File: src/rtl/encoder_8to3_seq_pkg.sv
// rtl/encoder_8to3_seq_pkg.sv - shared types and widths for the sequential 8-to-3 encoder
//
// Purpose : FSM state typedef and the fixed vector/code widths used by the
//           encoder, its priority-encoder helper and its bus interface.
// Ports   : none (package).
package encoder_pkg;

  localparam int VEC_W  = 8;
  localparam int CODE_W = 3;

  typedef enum logic {
    IDLE = 1'b0,
    EMIT = 1'b1
  } state_e;

endpackage

File: src/rtl/encoder_8to3_seq_if.sv
// rtl/encoder_8to3_seq_if.sv - request/response bus of the sequential 8-to-3 encoder
//
// Purpose : bundles the request (in_*) and response (out_*) handshakes.
// Ports   : in_vec/in_valid/in_ready  - request vector handshake
//           out_code/out_valid/out_ready/out_last/out_zero - response beats
// Modports: slave  - the encoder (accepts vectors, emits codes)
//           master - the producer/consumer driving the encoder
interface encoder_8to3_seq_if;
  import encoder_pkg::*;

  logic [VEC_W-1:0]  in_vec;
  logic              in_valid;
  logic              in_ready;
  logic [CODE_W-1:0] out_code;
  logic              out_valid;
  logic              out_ready;
  logic              out_last;
  logic              out_zero;

  modport slave (
    input  in_vec, in_valid, out_ready,
    output in_ready, out_code, out_valid, out_last, out_zero
  );

  modport master (
    output in_vec, in_valid, out_ready,
    input  in_ready, out_code, out_valid, out_last, out_zero
  );

endinterface

File: src/rtl/encoder_8to3_seq_pri_enc8.sv
// rtl/encoder_8to3_seq_pri_enc8.sv - combinational 8-bit priority encoder
//
// Purpose : index of the first set bit of an 8-bit vector, plus any-set and
//           exactly-one-set flags. Scan order: lowest bit first by default,
//           highest bit first when ENC_MSB_FIRST_EN is defined.
// Ports   : vec_i    - vector to scan
//           idx_o    - index of the selected set bit (0 when none set)
//           any_o    - at least one bit set
//           single_o - exactly one bit set
module pri_enc8
  import encoder_pkg::*;
(
  input  logic [VEC_W-1:0]  vec_i,
  output logic [CODE_W-1:0] idx_o,
  output logic              any_o,
  output logic              single_o
);

  // The loop runs towards the winning end so the last match overrides.
  always_comb begin
    idx_o = '0;
`ifdef ENC_MSB_FIRST_EN
    for (int i = 0; i < VEC_W; i++) begin
      if (vec_i[i]) idx_o = CODE_W'(i);
    end
`else
    for (int i = VEC_W - 1; i >= 0; i--) begin
      if (vec_i[i]) idx_o = CODE_W'(i);
    end
`endif
  end

  assign any_o = |vec_i;

  // Clearing the lowest set bit leaves zero only for a one-hot vector.
  assign single_o = any_o && ((vec_i & (vec_i - VEC_W'(1))) == '0);

endmodule

File: src/rtl/encoder_8to3_seq.sv
// rtl/encoder_8to3_seq.sv - sequential 8-to-3 encoder emitting one code per set bit
//
// Purpose : captures an 8-bit request vector, then emits the index of each
//           set bit as a separate beat (one beat flagged out_zero for an
//           all-zero vector). ENC_MSB_FIRST_EN selects highest-bit-first order.
// Ports   : clk   - clock, rising edge
//           rst_n - asynchronous active-low reset
//           bus   - encoder_8to3_seq_if.slave request/response handshakes
module encoder_8to3_seq
  import encoder_pkg::*;
(
  input  logic                     clk,
  input  logic                     rst_n,
  encoder_8to3_seq_if.slave        bus
);

  state_e            state_q, state_d;
  logic [VEC_W-1:0]  pending_q, pending_d;

  logic [CODE_W-1:0] sel_idx;
  logic              any_set;
  logic              single_set;
  logic              emit;
  logic              last_beat;

  pri_enc8 u_pri_enc8 (
    .vec_i    (pending_q),
    .idx_o    (sel_idx),
    .any_o    (any_set),
    .single_o (single_set)
  );

  // Every output is a function of state_q/pending_q only.
  assign emit          = (state_q == EMIT);
  assign last_beat     = emit && (single_set || !any_set);
  assign bus.in_ready  = !emit;
  assign bus.out_valid = emit;
  assign bus.out_code  = emit ? sel_idx : '0;
  assign bus.out_last  = last_beat;
  assign bus.out_zero  = emit && !any_set;

  always_ff @(posedge clk or negedge rst_n) begin
    if (!rst_n) begin
      state_q   <= IDLE;
      pending_q <= '0;
    end else begin
      state_q   <= state_d;
      pending_q <= pending_d;
    end
  end

  always_comb begin
    state_d   = state_q;
    pending_d = pending_q;
    case (state_q)
      IDLE: begin
        if (bus.in_valid) begin
          pending_d = bus.in_vec;
          state_d   = EMIT;
        end
      end
      EMIT: begin
        // in_valid is deliberately ignored here; the producer holds it.
        if (bus.out_ready) begin
          pending_d = pending_q & ~(VEC_W'(1) << sel_idx);
          if (last_beat) state_d = IDLE;
        end
      end
    endcase
  end

endmodule

File: src/flat_wrapper.sv
// flat-port wrapper written by rule: the top's interface ports become plain ports
module encoder_8to3_seq_flat import encoder_pkg::*;
  (clk, rst_n, bus_in_vec, bus_in_valid, bus_out_ready, bus_in_ready, bus_out_code, bus_out_valid, bus_out_last, bus_out_zero);
  encoder_8to3_seq_if bus_i ();
  input  logic clk;
  input  logic rst_n;
  input wire logic [$bits(bus_i.in_vec)-1:0] bus_in_vec;
  input wire logic [$bits(bus_i.in_valid)-1:0] bus_in_valid;
  input wire logic [$bits(bus_i.out_ready)-1:0] bus_out_ready;
  output wire logic [$bits(bus_i.in_ready)-1:0] bus_in_ready;
  output wire logic [$bits(bus_i.out_code)-1:0] bus_out_code;
  output wire logic [$bits(bus_i.out_valid)-1:0] bus_out_valid;
  output wire logic [$bits(bus_i.out_last)-1:0] bus_out_last;
  output wire logic [$bits(bus_i.out_zero)-1:0] bus_out_zero;
  assign bus_i.in_vec = bus_in_vec;
  assign bus_i.in_valid = bus_in_valid;
  assign bus_i.out_ready = bus_out_ready;
  assign bus_in_ready = bus_i.in_ready;
  assign bus_out_code = bus_i.out_code;
  assign bus_out_valid = bus_i.out_valid;
  assign bus_out_last = bus_i.out_last;
  assign bus_out_zero = bus_i.out_zero;
  encoder_8to3_seq u_core (.clk(clk), .rst_n(rst_n), .bus(bus_i));
endmodule
File: config.mk
export PLATFORM = sky130hd
export DESIGN_NAME = encoder_8to3_seq_flat
export DESIGN_NICKNAME = d
export VERILOG_FILES = /design/src/rtl/encoder_8to3_seq_pkg.sv /design/src/rtl/encoder_8to3_seq_if.sv /design/src/rtl/encoder_8to3_seq_pri_enc8.sv /design/src/rtl/encoder_8to3_seq.sv /design/src/flat_wrapper.sv
export SDC_FILE = /design/constraint.sdc
export NUM_CORES = 1
export LEC_CHECK = 0
export CAP_MARGIN = 20
export CORE_ASPECT_RATIO = 1.25
export CORE_MARGIN = 1
export CORE_UTILIZATION = 43
export DETAILED_ROUTE_END_ITERATION = 8
export PLACE_DENSITY = 0.81
export SLEW_MARGIN = 10
export SYNTH_ARGS = -nofsm -noshare
export SYNTH_HDL_FRONTEND = slang
export SYNTH_HIERARCHICAL = 1
export SYNTH_SLANG_ARGS = --single-unit
File: constraint.sdc
create_clock -name clk -period 1.6 [get_ports clk]
set_input_delay 0.16 -clock clk [delete_from_list [all_inputs] [get_ports clk]]
set_output_delay 0.16 -clock clk [all_outputs]
set_load 0.05 [all_outputs]
## Word level (Yosys, flattened, before mapping)

Index checks and enable logic that the tools add are counted.

| operators by class | value |
|---|---|
| add/sub/neg operators | 1 |
| eq/ne operators | 2 |
| shift-type cells | 1 |
| mux-type cells | 16 |
| bitwise gates (word level) | 4 |
| reductions and logical operators | 9 |

Operator list:

| operator | number |
|---|---|
| $mux 3 | 9 |
| $and 8x8->8 | 2 |
| $mux 8 | 2 |
| $pmux 8 s2 | 1 |
| $logic_not 8->1 | 1 |
| $not 8->8 | 1 |
| $reduce_or 8->1 | 1 |
| $shl 1x3->8 const A | 1 |
| $sub 8x1->8 const B | 1 |
| $ne 2x2->1 const B | 2 |
| $logic_and 1x1->1 | 3 |
| $mux 1 | 3 |
| $logic_not 1->1 | 2 |
| $pmux 1 s2 | 1 |
| $reduce_and 2->1 | 1 |
| $logic_or 1x1->1 | 1 |
| $not 1->1 | 1 |

| word-level totals | value |
|---|---|
| flip-flop bits (word level) | 9 |
| bits of input ports | 12 |
| output and inout port bits | 7 |
| logic and storage cells | 35 |

## Depth between registers and ports, before layout

Gate-level depths: netlist of run 1.

| depth | value |
|---|---|
| depth after elaboration | 13 |
| depth in mapped cells | 6 |
| mapped depth without buffers | 6 |

## Modules after synthesis

The synthesis of run 1 kept the hierarchy.

By module, submodules not included:

| module | instances | cells each | area an instance (µm²) | seq. area each (µm²) |
|---|---|---|---|---|
| encoder_8to3_seq | 1 | 58 | 629.4 | 225.2 |
| pri_enc8 | 1 | 24 | 162.7 | 0.0 |

## Worst setup path before layout of run 1

Ideal clock, no wire load.

| timing path | value |
|---|---|
| path kind | register to output |
| start point | reg u_core.state_q, in the netlist u_core/bus.out_valid |
| end point | out bus_out_zero |
| data arrival time | 1.960 ns |
| required time | 1.440 ns |
| setup slack | -0.520 ns |
| cell stages (with the launch flop) | 4 |
| buffers on the path | 1 |
| cell sequence | dfrtp_1 buf_4 inv_1 nor2_1 |

| on the way | value |
|---|---|
| longest elaborated chain between the ends | 1 |

Ends and longest elaborated chain:

| item | line | RTL |
|---|---|---|
| start, declared | encoder_8to3_seq.sv:17 | `state_e state_q, state_d;` |
| start signal, assigned | encoder_8to3_seq.sv:47 | `state_q <= state_d;` |
| $logic_and 1x1->1 | encoder_8to3_seq.sv:40 | `assign bus.out_zero = emit && !any_set;` |
| end, declared | flat_wrapper.sv:14 | `output wire logic [$bits(bus_i.out_zero)-1:0] bus_out_zero;` |

No other way between the ends.

## Worst setup path after layout of run 1

| timing path | value |
|---|---|
| start point | reg u_core.pending_q[0] |
| end point | out bus_out_last |

| on the way | value |
|---|---|
| longest elaborated chain between the ends | 6 |
| elaborated cells between the ends (all ways) | 8 |
| classes of those cells | add/sub (1); bitwise (1); reduce/logical (6) |

Ends and longest elaborated chain:

| item | line | RTL |
|---|---|---|
| start, declared | encoder_8to3_seq.sv:18 | `logic [VEC_W-1:0] pending_q, pending_d;` |
| start signal, assigned | encoder_8to3_seq.sv:48 | `pending_q <= pending_d;` |
| $sub 8x1->8 | encoder_8to3_seq_pri_enc8.sv:36 | `assign single_o = any_o && ((vec_i & (vec_i - VEC_W'(1))) == '0);` |
| $and 8x8->8 | encoder_8to3_seq_pri_enc8.sv:36 |  |
| $logic_not 8->1 | encoder_8to3_seq_pri_enc8.sv:36 |  |
| $logic_and 1x1->1 (*) | encoder_8to3_seq_pri_enc8.sv:36 |  |
| named net u_core.single_set | encoder_8to3_seq.sv:22 | `logic single_set;` |
| $logic_or 1x1->1 (*) | encoder_8to3_seq.sv:35 | `assign last_beat = emit && (single_set \|\| !any_set);` |
| $logic_and 1x1->1 (*) | encoder_8to3_seq.sv:35 |  |
| end, declared | flat_wrapper.sv:13 | `output wire logic [$bits(bus_i.out_last)-1:0] bus_out_last;` |

Mark *: on every way through the listed nets, which the timed path passes. The rest lies on a longest branch.

==> results of run 1 <==
-- registers in the layout (all words and copies together), names as in the netlist --
register,flops
u_core/bus.out_valid,1
u_core/pending_q,8
-- where the power goes --
| group | switching (mW) | total, mW | leakage [nW] | internal, mW |
|---|---|---|---|---|
| clock | 0.0922 | 0.185 | 0.0177 | 0.0926 |
| sequential | 0.104 | 0.408 | 0.0922 | 0.304 |
| combinational | 0.774 | 1.62 | 0.486 | 0.847 |
-- layout make-up --
cell class,count,share of cell area (%)
Multi-Input combinational cell,58,44.6
Timing Repair Buffer,39,31.4
Sequential cell,9,17.0
Inverter,12,3.28
Tap cell,19,1.73
Clock buffer,3,1.64
Clock inverter,1,0.365
-- worst max-delay path: stages, from the launching register on --
cell and delay (ps):
dfrtp_2 430, nor4_4 370, buf_4 170, nand4_1 130, o41ai_2 90, o22a_1 200, nand2b_4 120, and2_4 140
buf_12 130
-- path summary, 6_finish.rpt --
check,from,end,cells after the start
min,rst_n,u_core/bus.out_valid,1
max in group asynchronous,rst_n,u_core/bus.out_valid,1
max,u_core/pending_q[0],bus_out_last,8
max reg2reg,u_core/pending_q[0],u_core/bus.out_valid,9
min in group clk,bus_in_vec[5],u_core/pending_q[5],3
min reg2reg,u_core/pending_q[7],u_core/pending_q[7],3
-- cell families after synthesis --
| family | after synthesis |
|---|---|
| compound gates | 15 |
| flops | 9 |
| fa+ha+maj | 1 |
| xor+xnor | 1 |
| buf+inv | 15 |
| simple gates | 41 |
-- timing repair --
| item | CTS | global route |
|---|---|---|
| endpoints found under the setup margin | 14 | 14 |
| hold endpoints to repair | 0 | 0 |
| resized for setup | 19 | 10 |
| hold buffers | 0 | 0 |
| pin swaps | 5 | 7 |
| setup buffers | 3 | 5 |
-- metal layers --
| metal | global-route usage (%) | vias to the layer above | part of all wire [%] |
|---|---|---|---|
| li1 | - | 389 | - |
| met1 | 31.1 | 403 | 39 |
| met2 | 43.1 | 16 | 57 |
| met3 | 1.35 | 4 | 1.2 |
| met4 | 11.7 | 0 | 1.8 |
| met5 | 0 | - | 0 |
-- synth_stat cells (all sizes together) --
master / number / area, um^2
nor3: 4 / 20.0
maj3: 1 / 10.0
dfrtp: 9 / 225
nand2b: 2 / 12.5
a21oi: 2 / 10.0
or2b: 1 / 7.51
nand2: 1 / 3.75
buf: 3 / 26.3
o21bai: 1 / 7.51
o22a: 1 / 8.76
nor4: 2 / 27.5
nor2b: 1 / 13.8
xnor2: 1 / 8.76
o311ai: 8 / 130
a31oi: 1 / 6.26
nand4: 1 / 6.26
and4bb: 1 / 12.5
inv: 12 / 45.0
nand3b: 12 / 90.1
and4: 1 / 10.0
a2111oi: 1 / 15.0
o41ai: 1 / 8.76
and2: 4 / 26.3
nor2: 5 / 18.8
nand3: 4 / 20.0
and4b: 2 / 21.3
-- stage by stage --
step | power (mW) | std cells | worst slack (ps)
after detailed placement | 1.78 | 131 | -333
after CTS | 2.13 | 138 | -561
after floorplan | 1.18 | 82 | -158
final | 2.21 | 141 | -622
after global routing | 2.34 | 141 | -691
after global placement | 1.75 | 131 | -211
==> results.yml, run 1 <==
grt:
  grt_pass1_wl_um: 3460
  antenna_found_initial: 0
  grt.total_usage_pct: 25.5
  grt_max_degree: 30
  grt_overflow_total: 0
  grt_pass1_vias: 744
sta:
  finClkSkew_ps: 8.47
  setup_viol: 14
  finalWorstSetupSlack_ps: -622
  fmaxAchievable_mhz: 450
  period_minus_slack_ps: 2220
  tns_ps: -3190
  whs_ps: 193
  slew_violations: 0
  grt_setup_unrepaired: "yes"
  maxSlewHeadroom_pct: 70.8
  tightest_slew_ps: 436
  hold_viol: 0
  post-route-period-util_pct: 139
route:
  vias: 812
  drc: 0
  vias_per_cell: 5.76
  drtPass1Iterations: 4
  post_drt_wl_per_cell_um: 16.1
  ant_nets: 0
  routed_wl_um: 2280
  drtIter0Drc: 9
synthesis:
  synthDistinctLibCells: 30
  synthSimpleGateAreaFrac_pct: 36.7
  synth-compound-area-share_pct: 23.5
  synth-xor-area-share_pct: 1.11
  synth_top_family_by_area: "simple AND/OR/NAND/NOR gates"
  synth_area_per_cell_um2: 9.66
  ys_ff_latch: 9
  synth_nets: 94
  yosysSeqAreaShare_pct: 28.4
  synthAdderAreaFrac_pct: 1.26
  yosys_warnings: 6
  synth_mux_area_share_pct: 0
  synth_area_um2: 792
  syn_inst: 82
cells_and_area:
  antenna_cells: 0
  seqCellArea_um2: 233
  final_layout_size_suffix_gt1_share_pct: 54.9
  nets: 135
  final_common_cell: "buf_4"
  area_growth_pct: 73.1
  nFillCells: 120
  multiInputGateArea_um2: 612
  final_cell_area_um2: 1370
  final_cell_mix: "buf_4 (15), inv_1 (12), nand3b_1 (12)"
  utilization_pct: 78.6
cts:
  cts_sinks: 9
  numCtsBuffers: 3
  worst_skew_pair.late_latency_ps: 270
  cts_root_buf: "clkbuf_4"
  path_clk_slew_ps: 70
  clock_path_buffers: 2
  cts_tree: "built"
  htree_levels: 1
power:
  ir_drop_mv: 1.39
  powerDensity_nw_per_um2: 1610
  p_leak_nw: 0.596
placement:
  gp_congestion: 0.921
  placed_area_um2: 1160
  numPortBuffers: 18
  dp_hpwl_um: 1560
critical_path:
  crit_path_start_kind: "flop"
  worstPathArrival_ps: 2060
  crit_required_ps: 1440
  crit_type: "reg2out"
  regToRegSetupSlack_ps: -310
  end_kind: "output port"
  path_max_fanout: 4
floorplanning:
  rows: 17
  die_w_um: 40.4
  die_height_um: 50.0
  core_um2: 1740
  dieArea_um2: 2020
  initial_utilization_pct: 45.4
  ios: 19
job:
  drv_cap: 0
outcome:
  status: "finished with violations"
  failed_checks: "setup timing"
hold_path:
  worstHoldPathType: "in2async"
Power figures use the tool's default switching activity.
==> run 2: changes to the inputs <==
--- a/config.mk
+++ b/config.mk
@@ -6,7 +6,7 @@
 export NUM_CORES = 1
 export LEC_CHECK = 0
 export CAP_MARGIN = 20
-export CORE_ASPECT_RATIO = 1.25
+export CORE_ASPECT_RATIO = 1.1
 export CORE_MARGIN = 1
 export CORE_UTILIZATION = 43
 export DETAILED_ROUTE_END_ITERATION = 8
==> results.yml, run 2 (same netlist as run 1, synthesis figures left out) <==
outcome:
  status: "finished with violations"
  failed_checks: "setup timing"
grt:
  grt_pass1_wl_um: 3440
  grt_overflow_total: 0
  antenna_found_initial: 0
  grt_max_degree: 30
  grt_pass1_vias: 790
  grt.total_usage_pct: 23.3
critical_path:
  crit_path_start_kind: "flop"
  endpoint: "bus_out_last"
  regToRegSetupSlack_ps: -240
  end_kind: "output port"
  path_cells: "nor4_4 -> buf_4 -> nand4_1 -> o41ai_2 -> o22a_1 -> nand2b_1 -> and2_4 -> buf_12"
  crit_type: "reg2out"
  crit_start: "u_core/pending_q[0]"
  path_max_fanout: 3
  r2r_end: "u_core/pending_q[2]"
  cpPeakStageDelay_ps: 430
  r2r_start: "u_core/pending_q[6]"
  worstPathArrival_ps: 1940
  crit_required_ps: 1440
  worstRegToRegCells: 8
  crit_slowest_cell: "dfrtp_2"
floorplanning:
  die_height_um: 47.0
  rows: 15
  core_um2: 1650
  dieArea_um2: 2020
  ios: 19
  die_w_um: 42.9
  initial_utilization_pct: 48.0
placement:
  numPlacedInstances: 130
  dp_hpwl_um: 1470
  placed_area_um2: 1170
  pre_cts_ws_ps: -263
  numPortBuffers: 18
  gp_congestion: 0.858
sta:
  finalWorstSetupSlack_ps: -498
  fmaxAchievable_mhz: 477
  maxSlewHeadroom_pct: 68.5
  hold_viol: 0
  tightest_slew_ps: 472
  setup_viol: 14
  period_minus_slack_ps: 2100
  post-route-period-util_pct: 131
  whs_ps: 183
  finClkSkew_ps: 5.56
  slew_violations: 0
  grt_setup_unrepaired: "yes"
job:
  drv_cap: 0
cells_and_area:
  regMostFlops: "u_core/pending_q"
  final_cell_mix: "buf_4 (16), inv_1 (12), nand3b_1 (12)"
  final_cell_area_um2: 1340
  area_growth_pct: 68.6
  nFillCells: 102
  final_layout_size_suffix_gt1_share_pct: 51.2
  layoutNonFillerInstCount: 138
  utilization_pct: 80.8
  nets: 134
  largest_reg_flops: 8
  final_common_cell: "buf_4"
  antenna_cells: 0
cts:
  worst_skew_pair.late_latency_ps: 260
  hold_buffers: 0
  cts_tree: "built"
  path_clk_slew_ps: 60
  cts_sinks: 9
  htree_levels: 1
  clock_path_buffers: 2
  numCtsBuffers: 3
  cts_root_buf: "clkbuf_4"
route:
  vias: 800
  ant_nets: 0
  vias_per_cell: 5.80
  post_drt_wl_per_cell_um: 15.1
  drtIter0Drc: 16
  drtPass1Iterations: 4
  routed_wl_um: 2090
  drc: 0
power:
  powerDensity_nw_per_um2: 1600
  p_sw_mw: 0.942
  p_leak_nw: 0.572
  clkPwrFrac_pct: 8.3
  p_sw_share_pct: 44.2
  intPower_mw: 1.19
  p_comb_share_pct: 73.3
  seqPwrFrac_pct: 18.4
  ir_drop_mv: 1.91
hold_path:
  worstHoldPathType: "in2async"
[run 2: cell types whose count changed in the layout (fill, tap and decap cells not counted), sizes merged]
cell | before | now
buf | 28 | 27
clkbuf | 3 | 4
clkinv | 1 | 0
[run 2: layout make-up]
class / instances / area, um^2 / area share (%)
well taps: 17 / 21.3 / 1.59
clock buffers: 4 / 26.3 / 1.97
repair buffers: 38 / 415 / 31.1
flip-flops and latches: 9 / 229 / 17.2
multi-input cells: 58 / 598 / 44.8
inverters: 12 / 45.0 / 3.37
[run 2: stage by stage]
stage,power (mW),TNS (ps)
finish,2.13,-2660
global route,2.25,-3970
CTS,2.05,-1880
detailed placement,1.78,-1210
global placement,1.75,-1020
floorplan,1.18,-276
[run 2: how the worst min path moves through the flow]
| stage | from | slack (ps) | cells past startpoint | to |
|---|---|---|---|---|
| 6_report | rst_n | 180 | 1 | u_core/pending_q[3] |
| 5_1_grt | rst_n | 220 | 1 | u_core/pending_q[3] |
| 4_1_cts | rst_n | 190 | 1 | u_core/pending_q[3] |
| 3_5_place_dp | rst_n | 470 | 1 | u_core/pending_q[3] |
| 3_3_place_gp | rst_n | 470 | 1 | u_core/pending_q[3] |
| 2_1_floorplan | rst_n | -140 | 0 | u_core/bus.out_valid |
[run 2: worst max-delay path: cells and delay by family, from the launching register on]
family | cells | cell delay, ps
simple gates | 4 | 700
buf+inv | 2 | 310
compound gates | 2 | 240
flops | 1 | 430
[run 2: per-layer routing]
metal / track usage [%] / wire length (um)
met1: 27.8 / 869
met2: 38.2 / 1080
met3: 4.62 / 97
met4: 16.9 / 47
met5: 0 / 0
[run 2: power by group through the flow]
| stage | Sequential [mW] | Clock (mW) | Combinational (mW) |
|---|---|---|---|
| 3_3_place_gp | 0.375 | 0 | 1.37 |
| 5_1_grt | 0.402 | 0.192 | 1.66 |
| 3_5_place_dp | 0.378 | 0 | 1.41 |
| 4_1_cts | 0.378 | 0.178 | 1.49 |
| 6_report | 0.393 | 0.176 | 1.56 |
| 2_1_floorplan | 0.424 | 0 | 0.757 |
[run 2: timing repair]
item	4_1_cts	5_1_grt
buffers inserted	3	3
setup endpoints to repair	14	14
pin swaps	6	5
gates resized for setup	10	13
cloned	0	0
==> run 3: changes to the inputs <==
--- a/config.mk
+++ b/config.mk
@@ -10,6 +10,8 @@
 export CORE_MARGIN = 1
 export CORE_UTILIZATION = 43
 export DETAILED_ROUTE_END_ITERATION = 8
+export GPL_ROUTABILITY_DRIVEN = 0
+export HOLD_SLACK_MARGIN = 0.06
 export PLACE_DENSITY = 0.81
 export SLEW_MARGIN = 10
 export SYNTH_ARGS = -nofsm -noshare
==> results of run 3 <==
No change in the layout: final DEF, timing and power equal those of run 2.
